`src/rtl/pairwise_xnor_matrix_pkg.sv`:
```
// Shared types and index helpers for the pairwise XNOR/XOR compare matrix.
// Element k sits at [(N-1-k)*W +: W]; slot (i,j) at [(N*N-1-(i*N+j))*W +: W].
package pairwise_xnor_pkg;

  typedef enum logic {
    CMP_XNOR = 1'b0,
    CMP_XOR  = 1'b1
  } cmp_mode_e;

  function automatic int pop_w(input int n, input int w);
    return (w < 1) ? 1 : $clog2(n * n + 1);
  endfunction

  function automatic int elem_lsb(input int n, input int w, input int k);
    return (n - 1 - k) * w;
  endfunction

  function automatic int slot_lsb(input int n, input int w, input int i, input int j);
    return (n * n - 1 - (i * n + j)) * w;
  endfunction

endpackage

```
`src/rtl/pairwise_xnor_matrix_if.sv`:
```
// Beat-in / matrix-out valid-ready bundle for pairwise_xnor_matrix.
// master = upstream/downstream side, slave = the comparator block.
interface pairwise_xnor_if
  import pairwise_xnor_pkg::*;
#(
    parameter int N     = 5,
    parameter int W     = 1,
    parameter int CNT_W = 16
) ();
    localparam int PCW = pop_w(N, W);

    logic               in_valid;
    logic               in_ready;
    logic [N*W-1:0]     in_data;
    cmp_mode_e          in_mode;
    logic               out_valid;
    logic               out_ready;
    logic [N*N*W-1:0]   out_matrix;
    logic               out_all_eq;
    logic [PCW-1:0]     out_popcount;
    logic [CNT_W-1:0]   out_beats;

    modport master (
        output in_valid, in_data, in_mode, out_ready,
        input  in_ready, out_valid, out_matrix, out_all_eq, out_popcount, out_beats
    );

    modport slave (
        input  in_valid, in_data, in_mode, out_ready,
        output in_ready, out_valid, out_matrix, out_all_eq, out_popcount, out_beats
    );
endinterface

```
`src/rtl/pairwise_xnor_matrix_core.sv`:
```
// Combinational compare matrix, all-equal flag and equal-pair popcount.
// Popcount is built only when PAIRWISE_XNOR_POPCOUNT_EN is defined; otherwise tied to 0.
module pairwise_xnor_core
  import pairwise_xnor_pkg::*;
#(
    parameter int N = 5,
    parameter int W = 1
) (
    input  logic [N*W-1:0]          data,
    input  cmp_mode_e               mode,
    output logic [N*N*W-1:0]        matrix,
    output logic                    all_eq,
    output logic [pop_w(N,W)-1:0]   popcount
);
    localparam int PCW = pop_w(N, W);

    logic [W-1:0] diff;

    always_comb begin
        matrix = '0;
        all_eq = 1'b1;
        diff   = '0;
        for (int i = 0; i < N; i++) begin
            if (data[elem_lsb(N, W, i) +: W] != data[elem_lsb(N, W, 0) +: W])
                all_eq = 1'b0;
            for (int j = 0; j < N; j++) begin
                diff = data[elem_lsb(N, W, i) +: W] ^ data[elem_lsb(N, W, j) +: W];
                matrix[slot_lsb(N, W, i, j) +: W] = (mode == CMP_XOR) ? diff : ~diff;
            end
        end
    end

`ifdef PAIRWISE_XNOR_POPCOUNT_EN
    // Whole-element equality; the diagonal always contributes N.
    always_comb begin
        popcount = '0;
        for (int i = 0; i < N; i++)
            for (int j = 0; j < N; j++)
                if (data[elem_lsb(N, W, i) +: W] == data[elem_lsb(N, W, j) +: W])
                    popcount = popcount + PCW'(1);
    end
`else
    assign popcount = '0;
`endif

endmodule

```
`src/rtl/pairwise_xnor_matrix.sv`:
```
// Two-stage valid/ready pairwise comparator: S1 captures the beat, S2 holds the matrix/flags.
// Optional popcount controlled by PAIRWISE_XNOR_POPCOUNT_EN (see pairwise_xnor_core).
module pairwise_xnor_matrix
  import pairwise_xnor_pkg::*;
#(
    parameter int N     = 5,
    parameter int W     = 1,
    parameter int CNT_W = 16
) (
    input  logic            clk,
    input  logic            reset,
    pairwise_xnor_if.slave  bus
);
    localparam int MW  = N * N * W;
    localparam int PCW = pop_w(N, W);

    logic               vld_p1, vld_p2;
    logic               adv_p1, adv_p2;
    logic [N*W-1:0]     data_p1;
    cmp_mode_e          mode_p1;
    logic [MW-1:0]      matrix_c, matrix_p2;
    logic               all_eq_c, all_eq_p2;
    logic [PCW-1:0]     pop_c, pop_p2;
    logic [CNT_W-1:0]   beats;

    // A stage may load when empty or when its contents leave on this edge.
    assign adv_p2      = !vld_p2 || bus.out_ready;
    assign adv_p1      = !vld_p1 || adv_p2;
    assign bus.in_ready = adv_p1;

    // S1: beat capture
    always_ff @(posedge clk or posedge reset) begin
        if (reset)       vld_p1 <= 1'b0;
        else if (adv_p1) vld_p1 <= bus.in_valid;
    end

    always_ff @(posedge clk) begin
        if (adv_p1 && bus.in_valid) begin
            data_p1 <= bus.in_data;
            mode_p1 <= bus.in_mode;
        end
    end

    pairwise_xnor_core #(.N(N), .W(W)) u_core (
        .data     (data_p1),
        .mode     (mode_p1),
        .matrix   (matrix_c),
        .all_eq   (all_eq_c),
        .popcount (pop_c)
    );

    // S2: result registers and output transfer counter
    always_ff @(posedge clk or posedge reset) begin
        if (reset) begin
            vld_p2    <= 1'b0;
            matrix_p2 <= '0;
            all_eq_p2 <= 1'b0;
            pop_p2    <= '0;
            beats     <= '0;
        end else begin
            if (adv_p2) begin
                vld_p2 <= vld_p1;
                if (vld_p1) begin
                    matrix_p2 <= matrix_c;
                    all_eq_p2 <= all_eq_c;
                    pop_p2    <= pop_c;
                end
            end
            if (vld_p2 && bus.out_ready)
                beats <= beats + CNT_W'(1);
        end
    end

    assign bus.out_valid    = vld_p2;
    assign bus.out_matrix   = matrix_p2;
    assign bus.out_all_eq   = all_eq_p2;
    assign bus.out_popcount = pop_p2;
    assign bus.out_beats    = beats;

endmodule
```
`src/flat_wrapper.sv`:
```
// flat-port wrapper written by rule: the top's interface ports become plain ports
module pairwise_xnor_matrix_flat import pairwise_xnor_pkg::*;
#(
    parameter int N     = 5,
    parameter int W     = 1,
    parameter int CNT_W = 16
)
  (clk, reset, bus_in_valid, bus_in_data, bus_in_mode, bus_out_ready, bus_in_ready, bus_out_valid, bus_out_matrix, bus_out_all_eq, bus_out_popcount, bus_out_beats);
  pairwise_xnor_if #(.N(N), .W(W), .CNT_W(CNT_W)) bus_i ();
  input  logic clk;
  input  logic reset;
  input wire logic [$bits(bus_i.in_valid)-1:0] bus_in_valid;
  input wire logic [$bits(bus_i.in_data)-1:0] bus_in_data;
  input wire logic [$bits(bus_i.in_mode)-1:0] bus_in_mode;
  input wire logic [$bits(bus_i.out_ready)-1:0] bus_out_ready;
  output wire logic [$bits(bus_i.in_ready)-1:0] bus_in_ready;
  output wire logic [$bits(bus_i.out_valid)-1:0] bus_out_valid;
  output wire logic [$bits(bus_i.out_matrix)-1:0] bus_out_matrix;
  output wire logic [$bits(bus_i.out_all_eq)-1:0] bus_out_all_eq;
  output wire logic [$bits(bus_i.out_popcount)-1:0] bus_out_popcount;
  output wire logic [$bits(bus_i.out_beats)-1:0] bus_out_beats;
  assign bus_i.in_valid = bus_in_valid;
  assign bus_i.in_data = bus_in_data;
  assign bus_i.in_mode = bus_in_mode;
  assign bus_i.out_ready = bus_out_ready;
  assign bus_in_ready = bus_i.in_ready;
  assign bus_out_valid = bus_i.out_valid;
  assign bus_out_matrix = bus_i.out_matrix;
  assign bus_out_all_eq = bus_i.out_all_eq;
  assign bus_out_popcount = bus_i.out_popcount;
  assign bus_out_beats = bus_i.out_beats;
  pairwise_xnor_matrix #(.N(N), .W(W), .CNT_W(CNT_W)) u_core (.clk(clk), .reset(reset), .bus(bus_i));
endmodule
```
`config.mk`:
```
export PLATFORM = sky130hd
export DESIGN_NAME = pairwise_xnor_matrix_flat
export DESIGN_NICKNAME = d
export VERILOG_FILES = /design/src/rtl/pairwise_xnor_matrix_pkg.sv /design/src/rtl/pairwise_xnor_matrix_if.sv /design/src/rtl/pairwise_xnor_matrix_core.sv /design/src/rtl/pairwise_xnor_matrix.sv /design/src/flat_wrapper.sv
export SDC_FILE = /design/constraint.sdc
export NUM_CORES = 1
export LEC_CHECK = 0
export CAP_MARGIN = 20
export CORE_UTILIZATION = 30
export DETAILED_ROUTE_END_ITERATION = 6
export HOLD_SLACK_MARGIN = 0.05
export PLACE_DENSITY = 0.57
export SYNTH_ARGS = -nofsm -noshare
export SYNTH_HDL_FRONTEND = slang
export SYNTH_HIERARCHICAL = 1
export SYNTH_SLANG_ARGS = --single-unit
```
`constraint.sdc`:
```
create_clock -name clk -period 1.45 [get_ports clk]
set_input_delay 0.29 -clock clk [delete_from_list [all_inputs] [get_ports clk]]
set_output_delay 0.29 -clock clk [all_outputs]
set_load 0.05 [all_outputs]
```
==> results.json <==
{
  "status": "finished, final reports clean",
  "die_y_um": 92.5,
  "grt_pass1_wl_mm": 7.18,
  "port_buffers": 58,
  "finClkSkew_ns": 0.00972,
  "ir_worst_vdd_mv": 1.17,
  "p_per_area_mw_per_mm2": 1690,
  "post-place-ws_ns": -0.310,
  "dieArea_mm2": 0.00856,
  "grt_max_degree": 50,
  "drive_above_1_share_pct": 51.5,
  "cts.sinks": 55,
  "die_w_um": 92.5,
  "rsz0062_at_grt": "yes",
  "max_stage_delay_ns": 0.54,
  "setup_viol": 0,
  "drt_iter0_drc": 25,
  "syn_area_per_cell_um2": 13.9,
  "syn_area_mm2": 0.00246,
  "antenna_left": 0,
  "clk_pin_slew_ns": 0.10,
  "clock-root-buffer": "clkbuf_8",
  "overflow": 0,
  "cts_hold_buf": 0,
  "tritoncts": "yes",
  "total_leakage_power_nw": 1.58,
  "htreeDepth": 2,
  "timing.final.ws_setup_ns": 0.0765,
  "syn2layout_area_growth_pct": 51.2,
  "crit_path_end_kind": "flop",
  "synth_top_area_cell": "dfrtp_1",
  "fin_crit_sh_pct": 94.7,
  "cts_buffer_depth": 2,
  "num_antenna_cells": 0,
  "cts_inserted_buffers": 5,
  "ys.flop_type": "dfrtp_1",
  "max_clock_freq_mhz": 728,
  "tns_ns": 0,
  "p_seq_share_pct": 36.6,
  "swShare_pct": 37.4,
  "crit_path_start_kind": "flop",
  "synth_edf_count": 6,
  "ys_top_cells_by_count": "dfrtp_1 (49), mux2_2 (32), xnor2_1 (22)",
  "synth.distinct_cells": 26,
  "ys_seq_area_share_pct": 57.2,
  "path_delay_family": "simple AND/OR/NAND/NOR gates",
  "maxCapViolations": 0,
  "final_nets": 243,
  "yosysMostFrequentCell": "dfrtp_1",
  "path_cells": "or4_1 > mux2i_1 > mux2_2",
  "p_int_w": 0.00392,
  "antenna_found_initial": 0,
  "synth_area_leaders": "dfrtp_1 (50%), mux2_2 (15%), xnor2_1 (7.8%)",
  "worstPathRequired_ns": 1.69,
  "synth_cells": 177,
  "gp_congestion": 0.715,
  "drt_wl_total_mm": 4.14,
  "post_drt_via_cell_ratio": 4.24,
  "crit_slowest_cell": "or4_1",
  "cp_max_fo": 4,
  "synth_top_area_share_pct": 49.9,
  "initial_core_util_pct": 31.5,
  "drv_slew": 0,
  "switching_power_w": 0.00234,
  "remaining_drc_errors": 0,
  "fin_crit_ns": 1.37,
  "io-pin-count": 59,
  "rows": 32,
  "synth-warning-count": 6,
  "hold_violations": 0,
  "power_frac_comb_pct": 47.9,
  "clk-insertion-delay-late_ns": 0.30,
  "grt_usage_pct": 10.8,
  "firstDrtPassIters": 4,
  "worstSetupPathType": "reg2reg",
  "synth_async_sr_flop_share_pct": 89.1,
  "grt_pass1_vias": 1471,
  "hold_class": "in2async",
  "coreArea_mm2": 0.00781,
  "critPathArrivalTime_ns": 1.61,
  "path_buf_inv": 0,
  "dpl.hpwl_mm": 3.14,
  "yosys_register_bits": 55,
  "dr_total_vias": 1419,
  "wire_per_inst_um": 12.4,
  "pwr-share-clk_pct": 15.6
}
path summary, 6_finish.rpt:
path	start	end	slack, ns	depth (start not counted)
worst min-delay path	reset	u_core/bus.out_matrix[1]$_DFFE_PP0P_	0.38	3
worst max-delay path	u_core/data_p1[0]$_DFFE_PP_	u_core/bus.out_all_eq$_DFFE_PP0P_	0.08	3
min in group clk	u_core/bus.out_beats[9]$_DFFE_PP0P_	u_core/bus.out_beats[9]$_DFFE_PP0P_	0.52	1
worst min register to register	u_core/bus.out_beats[9]$_DFFE_PP0P_	u_core/bus.out_beats[9]$_DFFE_PP0P_	0.52	1
max in group asynchronous	reset	u_core/bus.out_beats[2]$_DFFE_PP0P_	0.80	3
worst max register to register	u_core/data_p1[0]$_DFFE_PP_	u_core/bus.out_all_eq$_DFFE_PP0P_	0.08	3
worst register-to-register path, cell delays in order, from the launching register on:
cell and delay [ns]:
edfxtp_1 0.49, or4_1 0.54, mux2i_1 0.13, mux2_2 0.16
power by group through the flow:
stage               registers [W]  logic, W  clock network (W)
global route              0.00235   0.00312            0.00108
floorplan                 0.00320  0.000593                  0
CTS                       0.00230   0.00302            0.00103
global placement          0.00233   0.00299                  0
detailed placement        0.00233   0.00302                  0
finish                    0.00229   0.00300           0.000975
registers in the layout, summed over array words and instances, names as in the netlist:
name / count
u_core/mode_p1: 1
u_core/bus.out_popcount: 5
u_core/data_p1: 5
u_core/bus.out_all_eq: 1
u_core/bus.out_matrix: 25
u_core/vld_p1: 1
u_core/bus.out_valid: 1
u_core/bus.out_beats: 16
final cells by class:
class	count	area, µm²
clock buffers	5	68.8
clock inverters	3	38.8
fillers	721	4090
inverters	2	11.3
multi-input cells	100	880
flip-flops and latches	55	1420
well taps	102	128
repair buffers	68	1170
layer usage:
layer | vias up | track usage [%] | share of wire (%) | routed length (µm)
met3 | 2 | 3.69 | 6.9 | 284
li1 | 679 | - | - | -
met5 | - | 0 | 0 | 0
met1 | 700 | 12.9 | 41 | 1710
met2 | 38 | 18.3 | 51 | 2120
met4 | 0 | 3.13 | 0.60 | 25
through the flow:
stage | std cells | total power [W] | util [%] | hold WS, ns | cell area (µm²)
final | 335 | 0.00626 | 47.6 | 0.380 | 3720
after global routing | 335 | 0.00654 | 47.6 | 0.411 | 3720
after CTS | 333 | 0.00636 | 47.3 | 0.403 | 3700
after detailed placement | 324 | 0.00535 | 45.9 | 0.505 | 3580
after global placement | 324 | 0.00531 | 45.9 | 0.499 | 3580
after floorplan | 181 | 0.00379 | - | 0.326 | 2490
kinds of logic (layout without fill, tap and decap cells):
group | Yosys count | after routing | synth area share, %
XOR/XNOR | 29 | 29 | 10.9
adder cells (fa/ha/maj) | 1 | 1 | 0.509
buffers and inverters | 26 | 78 | 7.89
flip-flops | 55 | 55 | 57.2
multiplexers | 33 | 33 | 15.1
other | 1 | 5 | 0.153
AND/OR/NAND/NOR | 32 | 32 | 8.20
repair_timing:
action	CTS	global route
setup endpoints to repair	2	5
gates resized for setup	1	1
pin swaps	1	1
buffers inserted	1	2
cell usage in the layout (no fill, tap or decap), drive strengths merged:
master / synthesis / routed
buf: 24 / 59
dfrtp: 49 / 49
mux2: 32 / 32
xnor2: 22 / 22
clkdlybuf4s50: 0 / 8
nand2: 7 / 7
nand3: 7 / 7
xor2: 7 / 7
edfxtp: 6 / 6
clkbuf: 0 / 5
conb: 1 / 5
nand4: 3 / 3
and3: 3 / 3
nand2b: 3 / 3
nor2: 3 / 3
nor3: 2 / 2
clkinv: 0 / 2
and2: 2 / 2
bufinv: 0 / 1
dlygate4sd2: 0 / 1
nand3b: 1 / 1
clkinvlp: 0 / 1
ha: 1 / 1
inv: 2 / 1
or4: 1 / 1
mux2i: 1 / 1
(Power assumes the default switching activity.)
